File: src/rtl/brv32p_uart_rx.sv
// UART receiver (8 data bits, 1 stop, optional even parity) with a small receive FIFO.
// Latency: a byte is visible on rd_valid/rd_data one clk after its stop bit is sampled.
// Backpressure: rd_valid/rd_ready handshake; a byte arriving at a full FIFO with no same-cycle pop is dropped and sets overrun.
//
// Optional feature: define BRV32P_UART_RX_PARITY_EN to add an even-parity bit between
// the data bits and the stop bit. Without it, parity_err is tied to 0.
//
// Ports:
//   clk, rst_n      single rising-edge clock, asynchronous active-low reset
//   uart_rx         asynchronous serial input, idles high
//   rd_valid        FIFO holds at least one byte
//   rd_ready        consumer accepts the head byte this cycle
//   rd_data         FIFO head byte (0 while the FIFO is empty)
//   fifo_count      current FIFO occupancy, 0..FIFO_DEPTH
//   frame_err       sticky: a stop bit was sampled low
//   overrun         sticky: a byte was dropped because the FIFO was full
//   parity_err      sticky: a parity bit mismatched (parity build only)
//   err_clr         single-cycle pulse clearing all sticky flags; a same-cycle set wins

module brv32p_uart_rx #(
    parameter int CLKS_PER_BIT = 868,
    parameter int FIFO_DEPTH   = 8
) (
    input  logic                          clk,
    input  logic                          rst_n,
    input  logic                          uart_rx,
    output logic                          rd_valid,
    input  logic                          rd_ready,
    output logic [7:0]                    rd_data,
    output logic [$clog2(FIFO_DEPTH):0]   fifo_count,
    output logic                          frame_err,
    output logic                          overrun,
    output logic                          parity_err,
    input  logic                          err_clr
);

    localparam int CW = $clog2(CLKS_PER_BIT);
    localparam int PW = $clog2(FIFO_DEPTH);

    localparam logic [CW-1:0] HALF_M1 = CW'(CLKS_PER_BIT / 2 - 1);
    localparam logic [CW-1:0] FULL_M1 = CW'(CLKS_PER_BIT - 1);
    localparam logic [PW:0]   DEPTH   = (PW + 1)'(FIFO_DEPTH);

    typedef enum logic [2:0] {
        S_IDLE   = 3'd0,
        S_START  = 3'd1,
        S_DATA   = 3'd2,
`ifdef BRV32P_UART_RX_PARITY_EN
        S_PARITY = 3'd3,
`endif
        S_STOP   = 3'd4,
        S_BREAK  = 3'd5
    } state_t;

    // ------------------------------------------------------------------
    // Input synchronizer. Both flops reset high so that a reset never
    // looks like a falling edge on the line.
    // ------------------------------------------------------------------
    logic rx_meta;
    logic rxs;

    always_ff @(posedge clk or negedge rst_n) begin
        if (!rst_n) begin
            rx_meta <= 1'b1;
            rxs     <= 1'b1;
        end else begin
            rx_meta <= uart_rx;
            rxs     <= rx_meta;
        end
    end

    // ------------------------------------------------------------------
    // Receive FSM
    // ------------------------------------------------------------------
    state_t        state;
    logic [CW-1:0] cnt;
    logic [2:0]    bit_idx;
    logic [7:0]    shreg;
    logic          par_bad;   // parity of the frame in flight mismatched

    logic          cnt_zero;
    logic          stop_smp;
    logic          push;
    logic          frame_set;
    logic          par_set;

    assign cnt_zero  = (cnt == '0);
    assign stop_smp  = (state == S_STOP) && cnt_zero;
    // The byte is written into the FIFO on the stop-sample edge itself, so
    // rd_valid rises on the following cycle.
    assign push      = stop_smp && rxs && !par_bad;
    assign frame_set = stop_smp && !rxs;

`ifdef BRV32P_UART_RX_PARITY_EN
    // Even parity: the parity bit must equal the XOR of the data bits.
    assign par_set = (state == S_PARITY) && cnt_zero && (rxs != (^shreg));
`else
    assign par_set = 1'b0;
    assign par_bad = 1'b0;
`endif

    always_ff @(posedge clk or negedge rst_n) begin
        if (!rst_n) begin
            state   <= S_IDLE;
            cnt     <= '0;
            bit_idx <= '0;
            shreg   <= '0;
`ifdef BRV32P_UART_RX_PARITY_EN
            par_bad <= 1'b0;
`endif
        end else begin
            case (state)
                S_IDLE: begin
                    if (!rxs) begin
                        // Half a bit time puts the following samples at mid-bit.
                        state   <= S_START;
                        cnt     <= HALF_M1;
`ifdef BRV32P_UART_RX_PARITY_EN
                        par_bad <= 1'b0;
`endif
                    end
                end

                S_START: begin
                    if (!cnt_zero) begin
                        cnt <= cnt - 1'b1;
                    end else if (rxs) begin
                        // Line went back high before mid start bit: glitch.
                        state <= S_IDLE;
                    end else begin
                        state   <= S_DATA;
                        cnt     <= FULL_M1;
                        bit_idx <= '0;
                    end
                end

                S_DATA: begin
                    if (!cnt_zero) begin
                        cnt <= cnt - 1'b1;
                    end else begin
                        // LSB arrives first, so shift in from the top.
                        shreg   <= {rxs, shreg[7:1]};
                        cnt     <= FULL_M1;
                        bit_idx <= bit_idx + 1'b1;
                        if (bit_idx == 3'd7) begin
`ifdef BRV32P_UART_RX_PARITY_EN
                            state <= S_PARITY;
`else
                            state <= S_STOP;
`endif
                        end
                    end
                end

`ifdef BRV32P_UART_RX_PARITY_EN
                S_PARITY: begin
                    if (!cnt_zero) begin
                        cnt <= cnt - 1'b1;
                    end else begin
                        // A bad byte is still framed by its stop bit, then dropped.
                        par_bad <= (rxs != (^shreg));
                        cnt     <= FULL_M1;
                        state   <= S_STOP;
                    end
                end
`endif

                S_STOP: begin
                    if (!cnt_zero) begin
                        cnt <= cnt - 1'b1;
                    end else if (rxs) begin
                        state <= S_IDLE;
                    end else begin
                        state <= S_BREAK;
                    end
                end

                S_BREAK: begin
                    // Line held low past the stop bit: wait for it to return
                    // high so the low level is not taken as a new start bit.
                    if (rxs) begin
                        state <= S_IDLE;
                    end
                end

                default: begin
                    state <= S_IDLE;
                end
            endcase
        end
    end

    // ------------------------------------------------------------------
    // Receive FIFO
    // ------------------------------------------------------------------
    logic [7:0]    mem [FIFO_DEPTH];
    logic [PW-1:0] wr_ptr;
    logic [PW-1:0] rd_ptr;
    logic [PW:0]   count;
    logic          full;
    logic          pop;
    logic          wr_en;

    assign full  = (count == DEPTH);
    assign pop   = rd_valid && rd_ready;
    // When full, a same-cycle pop frees the head slot, which is exactly the
    // slot wr_ptr points at, so the incoming byte can take it.
    assign wr_en = push && (!full || pop);

    always_ff @(posedge clk) begin
        if (wr_en) begin
            mem[wr_ptr] <= shreg;
        end
    end

    always_ff @(posedge clk or negedge rst_n) begin
        if (!rst_n) begin
            wr_ptr <= '0;
            rd_ptr <= '0;
            count  <= '0;
        end else begin
            if (wr_en) begin
                wr_ptr <= wr_ptr + 1'b1;
            end
            if (pop) begin
                rd_ptr <= rd_ptr + 1'b1;
            end
            case ({wr_en, pop})
                2'b10:   count <= count + 1'b1;
                2'b01:   count <= count - 1'b1;
                default: count <= count;
            endcase
        end
    end

    assign rd_valid   = (count != '0);
    assign fifo_count = count;
    assign rd_data    = rd_valid ? mem[rd_ptr] : 8'h00;

    // ------------------------------------------------------------------
    // Sticky error flags: a set in the same cycle as err_clr wins.
    // ------------------------------------------------------------------
    always_ff @(posedge clk or negedge rst_n) begin
        if (!rst_n) begin
            frame_err <= 1'b0;
            overrun   <= 1'b0;
        end else begin
            if (frame_set) begin
                frame_err <= 1'b1;
            end else if (err_clr) begin
                frame_err <= 1'b0;
            end

            if (push && full && !pop) begin
                overrun <= 1'b1;
            end else if (err_clr) begin
                overrun <= 1'b0;
            end
        end
    end

`ifdef BRV32P_UART_RX_PARITY_EN
    always_ff @(posedge clk or negedge rst_n) begin
        if (!rst_n) begin
            parity_err <= 1'b0;
        end else if (par_set) begin
            parity_err <= 1'b1;
        end else if (err_clr) begin
            parity_err <= 1'b0;
        end
    end
`else
    assign parity_err = 1'b0;
`endif

endmodule

File: config.mk
export PLATFORM = sky130hd
export DESIGN_NAME = brv32p_uart_rx
export DESIGN_NICKNAME = d
export VERILOG_FILES = /design/src/rtl/brv32p_uart_rx.sv
export SDC_FILE = /design/constraint.sdc
export NUM_CORES = 1
export LEC_CHECK = 0
export ABC_AREA = 1
export BUFFER_PORTS_ARGS = -buffer_cell sky130_fd_sc_hd__buf_2
export CAP_MARGIN = 20
export CELL_PAD_IN_SITES_DETAIL_PLACEMENT = 2
export CELL_PAD_IN_SITES_GLOBAL_PLACEMENT = 2
export CORE_ASPECT_RATIO = 1.75
export CORE_UTILIZATION = 40
export CTS_BUF_LIST = sky130_fd_sc_hd__clkbuf_8 sky130_fd_sc_hd__clkbuf_16
export DETAILED_ROUTE_END_ITERATION = 6
export GPL_ROUTABILITY_DRIVEN = 1
export PLACE_DENSITY_LB_ADDON = 0.12
export SKIP_LAST_GASP = 1
export SYNTH_ARGS = -nofsm -noshare
export SYNTH_HDL_FRONTEND = slang
export SYNTH_SLANG_ARGS = --single-unit
File: constraint.sdc
create_clock -name clk -period 2.58 [get_ports clk]
set_clock_uncertainty 0.05 [all_clocks]
set_input_delay 0.516 -clock clk [delete_from_list [all_inputs] [get_ports clk]]
set_output_delay 0.516 -clock clk [all_outputs]
set_load 0.005 [all_outputs]
## Word level (Yosys, flattened, before mapping)

Memories as Yosys holds them, arrays and structs flattened.
Cells that the tools add are included.

- Flip-flop bits (word level): 38
- Latch bits: 0
- Memory bits (writable): 64
- Memory bits (read-only): 0
- Input port bits: 5
- Output and inout port bits: 16
- Logic and storage cells: 84
- Memories: 1

- Add/subtract/negate cells: 6
- Multiply operators: 0
- Div/mod/pow operators: 0
- $lt $le $gt $ge: 0
- Eq/ne operators: 17
- Shift-type cells: 0
- Mux-type cells: 26
- Bitwise logic cells: 0
- Reductions and logical operators: 23

Memories:

| memory | depth | bits a word | read ports | clocked after memory_dff | write ports | RTL line | RTL |
|---|---|---|---|---|---|---|---|
| mem | 8 | 8 | 1 | 0 | 1 | 196 | `logic [7:0] mem [FIFO_DEPTH];` |

Operators with widths:

| kind | number |
|---|---|
| $mux 10 | 5 |
| $pmux 10 s4 | 1 |
| $mux 3 | 10 |
| $ne 2x2->1 const B | 8 |
| $pmux 3 s5 | 1 |
| $logic_not 10->1 | 1 |
| $sub 10x1->10 const B | 1 |
| $add 3x1->3 const B | 3 |
| $eq 3x3->1 const B | 3 |
| $mux 8 | 1 |
| $pmux 4 s2 | 1 |
| $reduce_and 4->1 | 2 |
| $reduce_bool 2->1 | 4 |
| $reduce_bool 4->1 | 2 |
| $logic_and 1x1->1 | 7 |
| $pmux 3 s2 | 1 |
| $reduce_and 6->1 | 1 |
| $mux 1 | 5 |
| $add 4x1->4 const B | 1 |
| $eq 4x4->1 const B | 1 |
| $sub 4x1->4 const B | 1 |
| $eq 3x1->1 const B | 1 |
| $eq 3x2->1 const B | 1 |
| $logic_not 1->1 | 3 |
| 7 further kinds | 7 |

## Logic depth before layout (Yosys ltp)

- Depth after elaboration: 6
- Mapped depth: 16
- Mapped depth without buffers: 16

## Worst setup path before layout

No wires, ideal clock.

- Path kind: flip-flop to flip-flop
- From: register cnt[0]
- To: memory mem[0][0] (enable)
- Setup time: 0.383 ns
- Arrival: 1.934 ns
- Slack: 0.212 ns
- Cell stages (with the launch flop): 9
- Buffers on the path: 0
- Period minus slack after synthesis: 2.368 ns
- Path through: dfrtp_1 > inv_1 > ha_1 > nand3_1 > nor2_4 > nand4_4 > nor2_8 > nand2_1 > nor3_1

- Cells in the longest elaborated chain, start to end: 6

RTL lines:

| item | RTL line | RTL |
|---|---|---|
| start, declared | 76 | `logic [CW-1:0] cnt;` |
| start signal, assigned | 126 | `cnt <= cnt - 1'b1;` |
| start signal, assigned | 139 | `cnt <= cnt - 1'b1;` |
| start signal, assigned | 170 | `cnt <= cnt - 1'b1;` |
| $logic_not 10->1 | 87 | `assign cnt_zero = (cnt == '0);` |
| $logic_and 1x1->1 | 88 | `assign stop_smp = (state == S_STOP) && cnt_zero;` |
| $logic_and 1x1->1 | 91 | `assign push = stop_smp && rxs && !par_bad;` |
| $logic_and 1x1->1 | 208 | `assign wr_en = push && (!full \|\| pop);` |
| $mux 1 | 211 | `if (wr_en) begin` |
| $mux 1 (not written as such) | 212 | `mem[wr_ptr] <= shreg;` |
| end, declared | 196 |  |

No other way between the ends.

## Worst setup path in the final report

- From: register rd_ptr[0]
- To: output port rd_data[7]

- Cells in the longest elaborated chain, start to end: 2

RTL lines:

| item | RTL line | RTL |
|---|---|---|
| start, declared | 198 | `logic [PW-1:0] rd_ptr;` |
| start signal, assigned | 226 | `rd_ptr <= rd_ptr + 1'b1;` |
| $mem_v2 8x8 | n/a |  |
| $mux 8 | 238 | `assign rd_data = rd_valid ? mem[rd_ptr] : 8'h00;` |
| end, declared | 29 | `output logic [7:0] rd_data,` |

No other way between the ends.

==> results.md <==
- The critical path endpoint category is an output port.
- Routability-driven placement finished with a final weighted congestion of 0.825.
- 0 antenna diodes ended up in the layout.
- On the final layout, the worst hold slack is 216 ps.
- The worst stage delay on the critical path is 410 ps.
- The maximum clock insertion buffer count is 2.
- The H-tree generated during clock tree synthesis spans 3 levels.
- The worst-case IR drop observed on VDD is 0.000462 V.
- The endpoint arrival time on the critical path is 1890 ps.
- The global-route usage over all layers is 22.8%.
- After detailed routing, the total wire length is 12.8 mm.
- In this run switching power makes up 34.9% of total power.
- Summed over all nets, wire length on met3 after detailed routing comes to 214 um.
- Across the run, the number of max-cap violations was 0.
- Summed over all nets, wire length on met2 after detailed routing comes to 7.37 mm.
- Combinational logic is responsible for 30.0% of the overall power.
- Summing the sequential cell areas from Yosys gives 61.7% of the chip area.
- The post-route netlist has 16.5% of its cells at a drive strength greater than 1.
- The number of resized instances in the post-cts repair step is 0.
- The area of the mapped netlist is 4660 um2.
- The share of async-settable or async-resettable flops after synthesis is 37.3%.
- The number of hold buffers added after CTS was 0.
- For this design the static power due to leakage is 2.41 nW.
- The post-detailed-route DRC marker count is 0.
- The detailed-route wire length per cell is 20.9 um.
- In the final layout, the multi-input gates occupy 1560 um2.
- After legalization and detailed placement, the total HPWL measured 9.82 mm.
- For this design the total switching power over the nets is 0.00158 W.
- The proportion of power drawn by flip-flops and latches is 41.7%.
- The total negative setup slack is 0 ps.
- The total number of yosys warnings is 0.
- Routed signal wires occupy layers up through met4.
- In this run, synthesis inferred 64 flip-flops with an integrated enable.
- The area of the placeable core is 11200 um2.
- The critical path class is reg2out.
- The clock insertion delay at the later pin of the skew report is 350 ps.
- The die width is 83.6 um.
- The clock slew seen by the registers of the worst setup and hold paths is 70 ps.
- The initial antenna violation count is 0.
- The clock group share of total power is 28.3%.
- The tree is rooted in a clkbuf_16.
- Synthesis produced a netlist whose cell count is 445.
- The run finished with clean final reports.
- The number of sinks on the clock net is 102.
- In this run the vertical extent of the chip is 145 um.
- The path type of the worst min-delay path is in2reg.
- The total of flip-flops plus latches after synthesis is 102.
- The most common flop cell mapped by yosys is edfxtp_1.
- For this run, the top clock speed supported by timing is 407 MHz.
- Summing internal, switching and leakage power gives 0.00454 W.
- In this run the count of I/O pins placed on the die edge is 21.
- In the final routing, the length of wire on met1 measures 4.70 mm.
- The part of the cycle the worst path needs is 95.3%.
- Along the worst path, the maximum fanout reaches 32.
- The final-report setup violation count is 0.
- The most common cell after layout, fill and taps aside is nor2_1.
- In the final layout, flip-flops and latches occupy 2880 um2.
- The number of fillers in the final layout is 1197.
- The number of global-route vias before repair was 3799.
- Using the TritonRoute via totals, the vias-per-cell ratio works out to 5.49.
- The violation count after the first detailed-routing iteration is 171.
- The number of clock buffers added by TritonCTS is 9.
- Summing over every cut layer, the via total after detailed routing is 3358.
- From synthesis to final layout, the design area changed by 12.8%.
- The die covers 12100 um2.
- The clock tree from TritonCTS is yes.
- Together, buffers and inverters on the worst path number 3.
- The worst setup path is launched from a flop.
- The site row count is 51.
- The count of buffers inserted at the top-level ports is 19.
- Walking the worst path, the cells encountered are inv_1 -> buf_12 -> nor2_1 -> o32ai_1 -> o21ai_0 -> nor2_1 -> buf_2.
- Once detail routing completed, the nets flagged for antenna violations numbered 0.
- Setup repair after global routing left no endpoint under its margin.
- The average size of a mapped cell is 10.5 um2.
- The number of optimization iterations in the first detailed-route pass is 5.
- In the layout the commonest cells are nor2_1 (78), nand2_1 (64), edfxtp_1 (64), inv_1 (41), o21ai_0 (40).
- The post-CTS setup-driven buffer insertion count is 0.
- The maximum number of pins on one net before global-route repair is 39.
- The cell seen most often among critical-path stages is nor2_1.
- The max-slew violation total from the final report is 0.
- The measured slew at the worst slew-check pin is 923 ps.
- The initial utilization of the core area, before any placement, comes to 41.5%.
- At the end of the flow, the number of nets in the layout was 487.
- The first global-routing pass estimated 20.5 mm of wire.
- The number of different library cells used by synthesis comes to 34.
- The shortest period the worst path allows is 2460 ps.
- The family with the most delay on the worst path is compound AO/OA/AOI/OAI gates.
- The power density over cell area is 864 nW/um2.
- The worst pin sits at a relative slew slack of 38.5%.
- The internal power is 0.00296 W.
- The number of hold violations in the final report was 0.
- For this run the aggregate overflow at the end of global routing stands at 0.
- The number of nets in the synthesized netlist is 457.
- The worst-path cell with the longest stage delay is dfrtp_1.
- The data required time of the critical path is 2010 ps.
[logic make-up after synthesis]
logic type | share of synthesized area (%)
xor+xnor | 2.07
simple gates | 19.1
compound gates | 8.67
other cells | 0.0805
buf+inv | 4.86
flops | 61.7
mux | 1.69
fa+ha+maj | 1.88
[path summary, 6_finish.rpt]
kind	startpoint	endpoint	slack, ps	cells after the start
min in group asynchronous	rst_n	fifo_count[3]$_DFFE_PN0P_	250	1
max reg2reg	cnt[0]$_DFFE_PN0P_	mem[3][7]$_DFFE_PP_	190	9
max	rd_ptr[0]$_DFFE_PN0P_	rd_data[7]	120	7
max in group asynchronous	rst_n	rd_ptr[1]$_DFFE_PN0P_	1590	1
min	uart_rx	rx_meta$_DFF_PN1_	220	1
min reg2reg	rx_meta$_DFF_PN1_	rxs$_DFF_PN1_	310	0
[cell type report]
| class | count | share of cell area, % |
|---|---|---|
| clock inverters | 7 | 1.09 |
| flip-flops and latches | 102 | 54.7 |
| clock buffers | 9 | 4.28 |
| repair buffers | 31 | 3.76 |
| well taps | 132 | 3.14 |
| inverters | 45 | 3.31 |
| multi-input cells | 286 | 29.7 |
[metal layers]
| metal | up-vias | global-route usage [%] |
|---|---|---|
| met3 | 27 | 2.78 |
| met2 | 56 | 44.7 |
| met4 | 0 | 11.7 |
| met1 | 1700 | 23.5 |
| met5 | - | 0 |
| li1 | 1575 | - |
[metrics by stage]
| stage | std cells | setup WS [ps] | utilization (%) | cell area (um2) |
|---|---|---|---|---|
| global placement | 596 | 437 | 44.3 | 4970 |
| global route | 612 | 27.2 | 46.8 | 5260 |
| finish | 612 | 121 | 46.8 | 5260 |
| floorplan | 445 | 212 | - | 4660 |
| CTS | 612 | 40.5 | 46.8 | 5250 |
| detailed placement | 596 | 255 | 44.3 | 4970 |
[state kept, by name (all words and copies together) (netlist names)]
register	cells
state	3
overrun	1
fifo_count	4
shreg	8
wr_ptr	3
frame_err	1
rxs	1
cnt	10
rd_ptr	3
bit_idx	3
mem	64
rx_meta	1
[Yosys cell counts, types with 3 or more instances]
library cell / count / area share [%]
clkbuf_1: 8 / 0.64
dfrtp_1: 36 / 19
a21oi_1: 3 / 0.32
xor2_1: 11 / 2.1
o21ai_1: 5 / 0.54
nand2_1: 64 / 5.2
buf_2: 3 / 0.32
edfxtp_1: 64 / 41
o32ai_1: 17 / 3.2
nand2_4: 4 / 0.97
nor3_1: 8 / 0.86
mux2_2: 7 / 1.7
o21ai_0: 40 / 4.3
nand2_2: 4 / 0.54
nor2_4: 4 / 0.97
nor2_1: 79 / 6.4
inv_2: 3 / 0.24
inv_1: 40 / 3.2
nand3_1: 20 / 2.1
ha_1: 7 / 1.9
[worst register-to-register path, delay by kind of cell, from the launching register on]
kind / cells / cell delay [ps]
and+or+nand+nor: 6 / 1110
DFF: 1 / 380
buffers and inverters: 2 / 360
adders and majority gates: 1 / 210
[power by group through the flow]
| stage | combinational [W] | clock, W | sequential (W) |
|---|---|---|---|
| 2_1_floorplan | 0.000871 | 0 | 0.00187 |
| 3_3_place_gp | 0.00131 | 0 | 0.00192 |
| 3_5_place_dp | 0.00139 | 0 | 0.00193 |
| 4_1_cts | 0.00140 | 0.00132 | 0.00189 |
| 5_1_grt | 0.00154 | 0.00137 | 0.00191 |
| 6_report | 0.00136 | 0.00129 | 0.00189 |
Power figures use the tool's default switching activity.
